**src/rtl/sched_pkg.sv**
```systemverilog
// Shared types and defaults for the round-robin job scheduler.
package sched_pkg;

   typedef enum logic [2:0] {
      S_IDLE  = 3'd0,
      S_ISSUE = 3'd1,
      S_WAIT  = 3'd2,
      S_RETRY = 3'd3,
      S_ACK   = 3'd4,
      S_NACK  = 3'd5
   } sched_state_t;

   localparam int SCHED_TIMEOUT_DEF = 64;
   localparam int SCHED_RETRY_DEF   = 2;

   // Binary index of a one-hot vector of up to 8 requesters (zero if empty).
   function automatic logic [2:0] onehot_to_idx(input logic [7:0] oh);
      logic [2:0] idx;
      idx = '0;
      for (int i = 0; i < 8; i++) begin
         if (oh[i]) idx = idx | 3'(i);
      end
      return idx;
   endfunction

endpackage

```
**src/rtl/job_scheduler_if.sv**
```systemverilog
// Requester and engine signals of the job scheduler, bundled as one port.
//
// Handshakes:
//   requester: req[i] is a level held until ack[i] or nack[i] pulses for one
//              cycle; the requester drops req[i] the following cycle, and a
//              req still high once the scheduler is back in IDLE is a new job.
//   engine:    eng_start is a one-cycle pulse; the engine answers with
//              eng_done and/or eng_error, which only count while the
//              scheduler is waiting on the job (error wins over done).
interface job_scheduler_if #(
   parameter int NREQ = 4
);
   localparam int IW = $clog2(NREQ);

   logic [NREQ-1:0] req;
   logic            eng_start;
   logic            eng_done;
   logic            eng_error;
   logic [NREQ-1:0] grant;
   logic [IW-1:0]   grant_id;
   logic [NREQ-1:0] ack;
   logic [NREQ-1:0] nack;
   logic            busy;
   logic [2:0]      retry_cnt;

   // Scheduler side.
   modport master (
      input  req, eng_done, eng_error,
      output eng_start, grant, grant_id, ack, nack, busy, retry_cnt
   );

   // Requesters plus engine side.
   modport slave (
      output req, eng_done, eng_error,
      input  eng_start, grant, grant_id, ack, nack, busy, retry_cnt
   );
endinterface

```
**src/rtl/rr_pick.sv**
```systemverilog
// Combinational round-robin search: first set req bit upward from ptr+1.
module rr_pick
   import sched_pkg::*;
#(
   parameter  int NREQ = 4,
   localparam int PW   = $clog2(NREQ)
) (
   input  logic [NREQ-1:0] req,
   input  logic [PW-1:0]   ptr,
   output logic [NREQ-1:0] pick,
   output logic [PW-1:0]   pick_id
);

   logic          found;
   logic [PW-1:0] idx;
   logic [7:0]    pick8;
   logic [2:0]    id8;

   // Walk NREQ positions starting just after ptr, wrapping modulo NREQ.
   always_comb begin
      pick  = '0;
      found = 1'b0;
      idx   = '0;
      for (int k = 1; k <= NREQ; k++) begin
         idx = PW'((int'(ptr) + k) % NREQ);
         if (!found && req[idx]) begin
            pick[idx] = 1'b1;
            found     = 1'b1;
         end
      end
      pick8             = '0;
      pick8[NREQ-1:0]   = pick;
      id8               = onehot_to_idx(pick8);
      pick_id           = id8[PW-1:0];
   end

endmodule

```
**src/rtl/job_scheduler.sv**
```systemverilog
// Round-robin scheduler sharing one start/done/error engine among NREQ
// requesters, with per-attempt timeout and bounded retry.
module job_scheduler
   import sched_pkg::*;
#(
   parameter int NREQ      = 4,
   parameter int TIMEOUT   = SCHED_TIMEOUT_DEF,
   parameter int MAX_RETRY = SCHED_RETRY_DEF
) (
   input  logic          clk,
   input  logic          reset,
   job_scheduler_if.master bus,
   output sched_state_t  state_o
);

   localparam int IW = $clog2(NREQ);
   localparam int TW = $clog2(TIMEOUT);

   sched_state_t    state_q;
   logic [IW-1:0]   ptr_q;
   logic [NREQ-1:0] grant_q;
   logic [IW-1:0]   grant_id_q;
   logic [NREQ-1:0] ack_q;
   logic [NREQ-1:0] nack_q;
   logic            start_q;
   logic            busy_q;
   logic [2:0]      retry_q;
   logic [TW-1:0]   timer_q;

   logic [NREQ-1:0] pick;
   logic [IW-1:0]   pick_id;
   logic            wait_fail;
   logic            retry_ok;

   rr_pick #(.NREQ(NREQ)) u_pick (
      .req     (bus.req),
      .ptr     (ptr_q),
      .pick    (pick),
      .pick_id (pick_id)
   );

   // An attempt fails on error (even with done) or on the last WAIT cycle
   // without done; a failed attempt is retried while retries remain.
   assign wait_fail = bus.eng_error || (!bus.eng_done && (timer_q == TW'(TIMEOUT - 1)));
   assign retry_ok  = (retry_q < 3'(MAX_RETRY));

   // Scheduler FSM; every output is a register set on entry to its state.
   always_ff @(posedge clk or negedge reset) begin
      if (!reset) begin
         state_q    <= S_IDLE;
         ptr_q      <= IW'(NREQ - 1);
         grant_q    <= '0;
         grant_id_q <= '0;
         ack_q      <= '0;
         nack_q     <= '0;
         start_q    <= 1'b0;
         busy_q     <= 1'b0;
         retry_q    <= '0;
         timer_q    <= '0;
      end else begin
         start_q <= 1'b0;
         ack_q   <= '0;
         nack_q  <= '0;
         unique case (state_q)
            S_IDLE: begin
               if (|bus.req) begin
                  grant_q    <= pick;
                  grant_id_q <= pick_id;
                  retry_q    <= '0;
                  start_q    <= 1'b1;
                  busy_q     <= 1'b1;
                  state_q    <= S_ISSUE;
               end
            end
            S_ISSUE: begin
               timer_q <= '0;
               state_q <= S_WAIT;
            end
            S_WAIT: begin
               timer_q <= timer_q + 1'b1;
               if (wait_fail) begin
                  if (retry_ok) begin
                     retry_q <= retry_q + 3'd1;
                     state_q <= S_RETRY;
                  end else begin
                     nack_q  <= grant_q;
                     state_q <= S_NACK;
                  end
               end else if (bus.eng_done) begin
                  ack_q   <= grant_q;
                  state_q <= S_ACK;
               end
            end
            S_RETRY: begin
               start_q <= 1'b1;
               state_q <= S_ISSUE;
            end
            S_ACK, S_NACK: begin
               ptr_q      <= grant_id_q;
               grant_q    <= '0;
               grant_id_q <= '0;
               busy_q     <= 1'b0;
               state_q    <= S_IDLE;
            end
            default: state_q <= S_IDLE;
         endcase
      end
   end

   assign bus.eng_start = start_q;
   assign bus.grant     = grant_q;
   assign bus.grant_id  = grant_id_q;
   assign bus.ack       = ack_q;
   assign bus.nack      = nack_q;
   assign bus.busy      = busy_q;
   assign bus.retry_cnt = retry_q;
   assign state_o       = state_q;

endmodule

```
**src/flat_wrapper.sv**
```systemverilog
// flat-port wrapper written by rule: the top's interface ports become plain ports
module job_scheduler_flat import sched_pkg::*;
#(
   parameter int NREQ      = 4,
   parameter int TIMEOUT   = SCHED_TIMEOUT_DEF,
   parameter int MAX_RETRY = SCHED_RETRY_DEF
)
  (clk, reset, state_o, bus_req, bus_eng_done, bus_eng_error, bus_eng_start, bus_grant, bus_grant_id, bus_ack, bus_nack, bus_busy, bus_retry_cnt);
  job_scheduler_if #(.NREQ(NREQ)) bus_i ();
  input  logic clk;
  input  logic reset;
  output sched_state_t state_o;
  input wire logic [$bits(bus_i.req)-1:0] bus_req;
  input wire logic [$bits(bus_i.eng_done)-1:0] bus_eng_done;
  input wire logic [$bits(bus_i.eng_error)-1:0] bus_eng_error;
  output wire logic [$bits(bus_i.eng_start)-1:0] bus_eng_start;
  output wire logic [$bits(bus_i.grant)-1:0] bus_grant;
  output wire logic [$bits(bus_i.grant_id)-1:0] bus_grant_id;
  output wire logic [$bits(bus_i.ack)-1:0] bus_ack;
  output wire logic [$bits(bus_i.nack)-1:0] bus_nack;
  output wire logic [$bits(bus_i.busy)-1:0] bus_busy;
  output wire logic [$bits(bus_i.retry_cnt)-1:0] bus_retry_cnt;
  assign bus_i.req = bus_req;
  assign bus_i.eng_done = bus_eng_done;
  assign bus_i.eng_error = bus_eng_error;
  assign bus_eng_start = bus_i.eng_start;
  assign bus_grant = bus_i.grant;
  assign bus_grant_id = bus_i.grant_id;
  assign bus_ack = bus_i.ack;
  assign bus_nack = bus_i.nack;
  assign bus_busy = bus_i.busy;
  assign bus_retry_cnt = bus_i.retry_cnt;
  job_scheduler #(.NREQ(NREQ), .TIMEOUT(TIMEOUT), .MAX_RETRY(MAX_RETRY)) u_core (.clk(clk), .reset(reset), .bus(bus_i), .state_o(state_o));
endmodule
```
**config.mk**
```make
export PLATFORM = sky130hd
export DESIGN_NAME = job_scheduler_flat
export DESIGN_NICKNAME = d
export VERILOG_FILES = /design/src/rtl/sched_pkg.sv /design/src/rtl/job_scheduler_if.sv /design/src/rtl/rr_pick.sv /design/src/rtl/job_scheduler.sv /design/src/flat_wrapper.sv
export SDC_FILE = /design/constraint.sdc
export NUM_CORES = 1
export LEC_CHECK = 0
export ABC_AREA = 1
export CORE_MARGIN = 1.5
export CORE_UTILIZATION = 30
export DETAILED_ROUTE_END_ITERATION = 10
export GPL_ROUTABILITY_DRIVEN = 0
export SLEW_MARGIN = 0
export SYNTH_ARGS = -nofsm -noshare
export SYNTH_HDL_FRONTEND = slang
export SYNTH_SLANG_ARGS = --single-unit
```
**constraint.sdc**
```tcl
create_clock -name clk -period 2 [get_ports clk]
set_input_delay 0.3 -clock clk [delete_from_list [all_inputs] [get_ports clk]]
set_output_delay 0.3 -clock clk [all_outputs]
set_load 0.01 [all_outputs]
```
==> impl_metrics.env <==
export IMPL_path_class="register to register"
export IMPL_synth_edf_count=0
export IMPL_synth_top_area_share=0.417
export IMPL_yosys_top_cells_count="nand2_1, nand3_1, dfrtp_1"
export IMPL_grt_usage=0.130
export IMPL_cp_start_kind="register"
export IMPL_grt_pass1_wl_um=6180
export IMPL_grt_overflow=0
export IMPL_numCtsBuffers=5
export IMPL_power_density_nw_per_um2=1510
export IMPL_synth_area_leader_cell="dfrtp_1"
export IMPL_tightest_slew_ps=369
export IMPL_synth_simple_gate_area_frac=0.360
export IMPL_timing_clock_skew_ps=5.28
export IMPL_dieArea_sq_um=6060
export IMPL_instances_no_fill=317
export IMPL_synth_ff_type="dfrtp_1"
export IMPL_cp_arrival_ps=2000
export IMPL_nets=262
export IMPL_placementRows=27
export IMPL_status="finished clean"
export IMPL_drtPass1Iterations=4
export IMPL_crit_fanout=11
export IMPL_syn_area_sq_um=1680
export IMPL_dp_hpwl_um=2680
export IMPL_core_area_sq_um=5470
export IMPL_die_w_um=77.9
export IMPL_drc_errors=0
export IMPL_fillers=570
export IMPL_yosys_register_bits=30
export IMPL_synth_nets=219
export IMPL_synth_top_family_by_area="simple AND/OR/NAND/NOR gates"
export IMPL_hold_path_class="input pin to asynchronous set/reset pin"
export IMPL_leakage_nw=1.08
export IMPL_vdd_drop_max_uv=540
export IMPL_antenna_found_initial=0
export IMPL_max_slew_margin_rel=0.754
export IMPL_netlist_instances=201
export IMPL_critPathRequiredTime_ps=2220
export IMPL_setup_viol=0
export IMPL_cts_tree="done"
export IMPL_io_pins=30
export IMPL_synthMuxAreaShare=0
export IMPL_route_vias_total=1416
export IMPL_insertedDiodeCount=0
export IMPL_via_per_inst=4.47
export IMPL_postCtsSetupBuffers=0
export IMPL_cts_buffer_depth=2
export IMPL_grt_pass1_vias=1374
export IMPL_initial_utilization=0.307
export IMPL_rsz0062_at_grt="false"
export IMPL_ys_warn_count=0
export IMPL_place_inst=309
export IMPL_wirelength_um=3490
export IMPL_min_period_ps=1780
export IMPL_min_period_over_period=0.890
export IMPL_finalPower_w=0.00343
export IMPL_synth_compound_area_frac=0.0618
export IMPL_syn_area_per_cell_sq_um=8.37
export IMPL_io_buffers=29
export IMPL_clk_pin_slew_worst_paths_ps=60
export IMPL_cap_violations=0
export IMPL_cts_root_buf="clkbuf_8"
export IMPL_wl_per_cell_um=11.0
export IMPL_h_tree_depth=2
export IMPL_fmax_ghz=0.562
export IMPL_ys_types=26
export IMPL_die_y_um=77.9
export IMPL_drt_iter0_drc=79
export IMPL_grt_max_degree=31
export IMPL_cts_hold_buf=0
export IMPL_ant_nets=0
export IMPL_cts_sinks=30
export IMPL_hold_ws_ps=400
export IMPL_yosysMostFrequentCell="nand2_1"
export IMPL_worstSkewPairLatency_ps=280
export IMPL_layout_drive_gt1_share=0.151
export IMPL_synth_area_leaders="dfrtp_1, nand2_1, nand3_1"
export IMPL_synthXorXnorAreaFrac=0
export IMPL_ys_async_sr_fraction=1.00
export IMPL_worstSetupEndpointType="register"
export IMPL_fin_setup_tns_ps=0
export IMPL_drv_slew=0
export IMPL_hold_viol=0
export IMPL_ys_seq_area_frac=0.448
export IMPL_synth_fa_ha_area_frac=0.0744
export IMPL_synthToLayoutAreaGrowth_pct=35.0
-- final timing paths --
check	startpoint	end	slack, ps	cells past startpoint
max in group asynchronous	reset	u_core.ptr_q[0]	1280	2
worst min-delay path	reset	u_core.bus.ack[2]	400	2
worst max register to register	u_core.ptr_q[0]	u_core.bus.grant_id[0]	220	11
min in group clk	u_core.bus.busy	u_core.bus.busy	530	2
worst max-delay path	u_core.ptr_q[0]	u_core.bus.grant_id[0]	220	11
worst min register to register	u_core.bus.busy	u_core.bus.busy	530	2
-- cells in the final DEF, fill, tap and decap left out --
cell and instances:
nand2_1 50, nand3_1 31, clkdlybuf4s50_1 29, dfrtp_1 28, inv_1 17, nor2_1 15, ha_1 9, nor3_1 7
o21ai_1 7, buf_4 7, o21ai_0 6, clkbuf_8 6, nand2_4 5, inv_2 3, nand4_1 3, nand3_4 2
nand2_2 2, nor2_4 2, clkinv_1 2, bufinv_16 2, dfstp_2 2, inv_4 1, a21oi_2 1, or2_0 1
a31oi_1 1, nand3b_4 1, clkinv_2 1, o21ai_2 1, o22ai_1 1, a22o_1 1, ha_4 1
-- registers in the layout, indices dropped and copies added (netlist names) --
| name | count |
|---|---|
| u_core.state_o | 3 |
| u_core.bus.ack | 4 |
| u_core.bus.retry_cnt | 3 |
| u_core.bus.eng_start | 1 |
| u_core.bus.grant_id | 2 |
| u_core.ptr_q | 2 |
| u_core.timer_q | 6 |
| u_core.bus.nack | 4 |
| u_core.bus.grant | 4 |
| u_core.bus.busy | 1 |
-- area by class of cell --
| type | instances | area, sq um | share of cell area |
|---|---|---|---|
| clock buffer | 6 | 82.6 | 0.0364 |
| multi-input combinational | 147 | 847 | 0.373 |
| clock inverter | 2 | 60.1 | 0.0265 |
| tap | 72 | 90.1 | 0.0397 |
| sequential | 30 | 753 | 0.332 |
| inverter | 24 | 93.8 | 0.0413 |
| timing repair buffer | 36 | 343 | 0.151 |
-- kinds of logic after synthesis --
group,after synthesis
buffers and inverters,24
flip-flops,30
adder cells (fa/ha/maj),10
AO/OA/AOI/OAI,18
AND/OR/NAND/NOR,119
-- metal layers --
metal / wire, um / vias to the layer above / track usage
met5: 0 / - / 0
met4: 53 / 0 / 0.0545
met3: 125 / 7 / 0.0306
met2: 1530 / 26 / 0.202
met1: 1780 / 643 / 0.173
li1: - / 740 / -
-- timing repair --
| item | 4_1_cts | 5_1_grt |
|---|---|---|
| setup endpoints to repair | 0 | 5 |
| endpoints found under the hold margin | 0 | 0 |
| resized for setup | 0 | 1 |
-- through the flow --
stage	area, sq um	utilization	setup WS, ps
finish	2270	0.415	219
global route	2270	0.415	66.4
CTS	2260	0.412	93.2
detailed placement	2110	0.386	97.7
global placement	2110	0.386	115
floorplan	1680	-	110
-- power breakdown --
group	leakage [nW]	total (W)	internal, W	switching, W
logic	0.618	0.00173	0.000733	0.00100
clock network	0.0714	0.000753	0.000531	0.000222
registers	0.394	0.000944	0.000792	0.000153
-- critical path, cell delays in order (launching register included) --
cell and delay, ps:
dfstp_2 550, inv_4 80, ha_4 260, inv_1 110, nand3_4 110, nand2_4 110, nand2_4 70, nor2_4 140
nand2_1 60, nand3_1 70, nand2_1 60, nand3_1 80
Power figures use the tool's default switching activity.
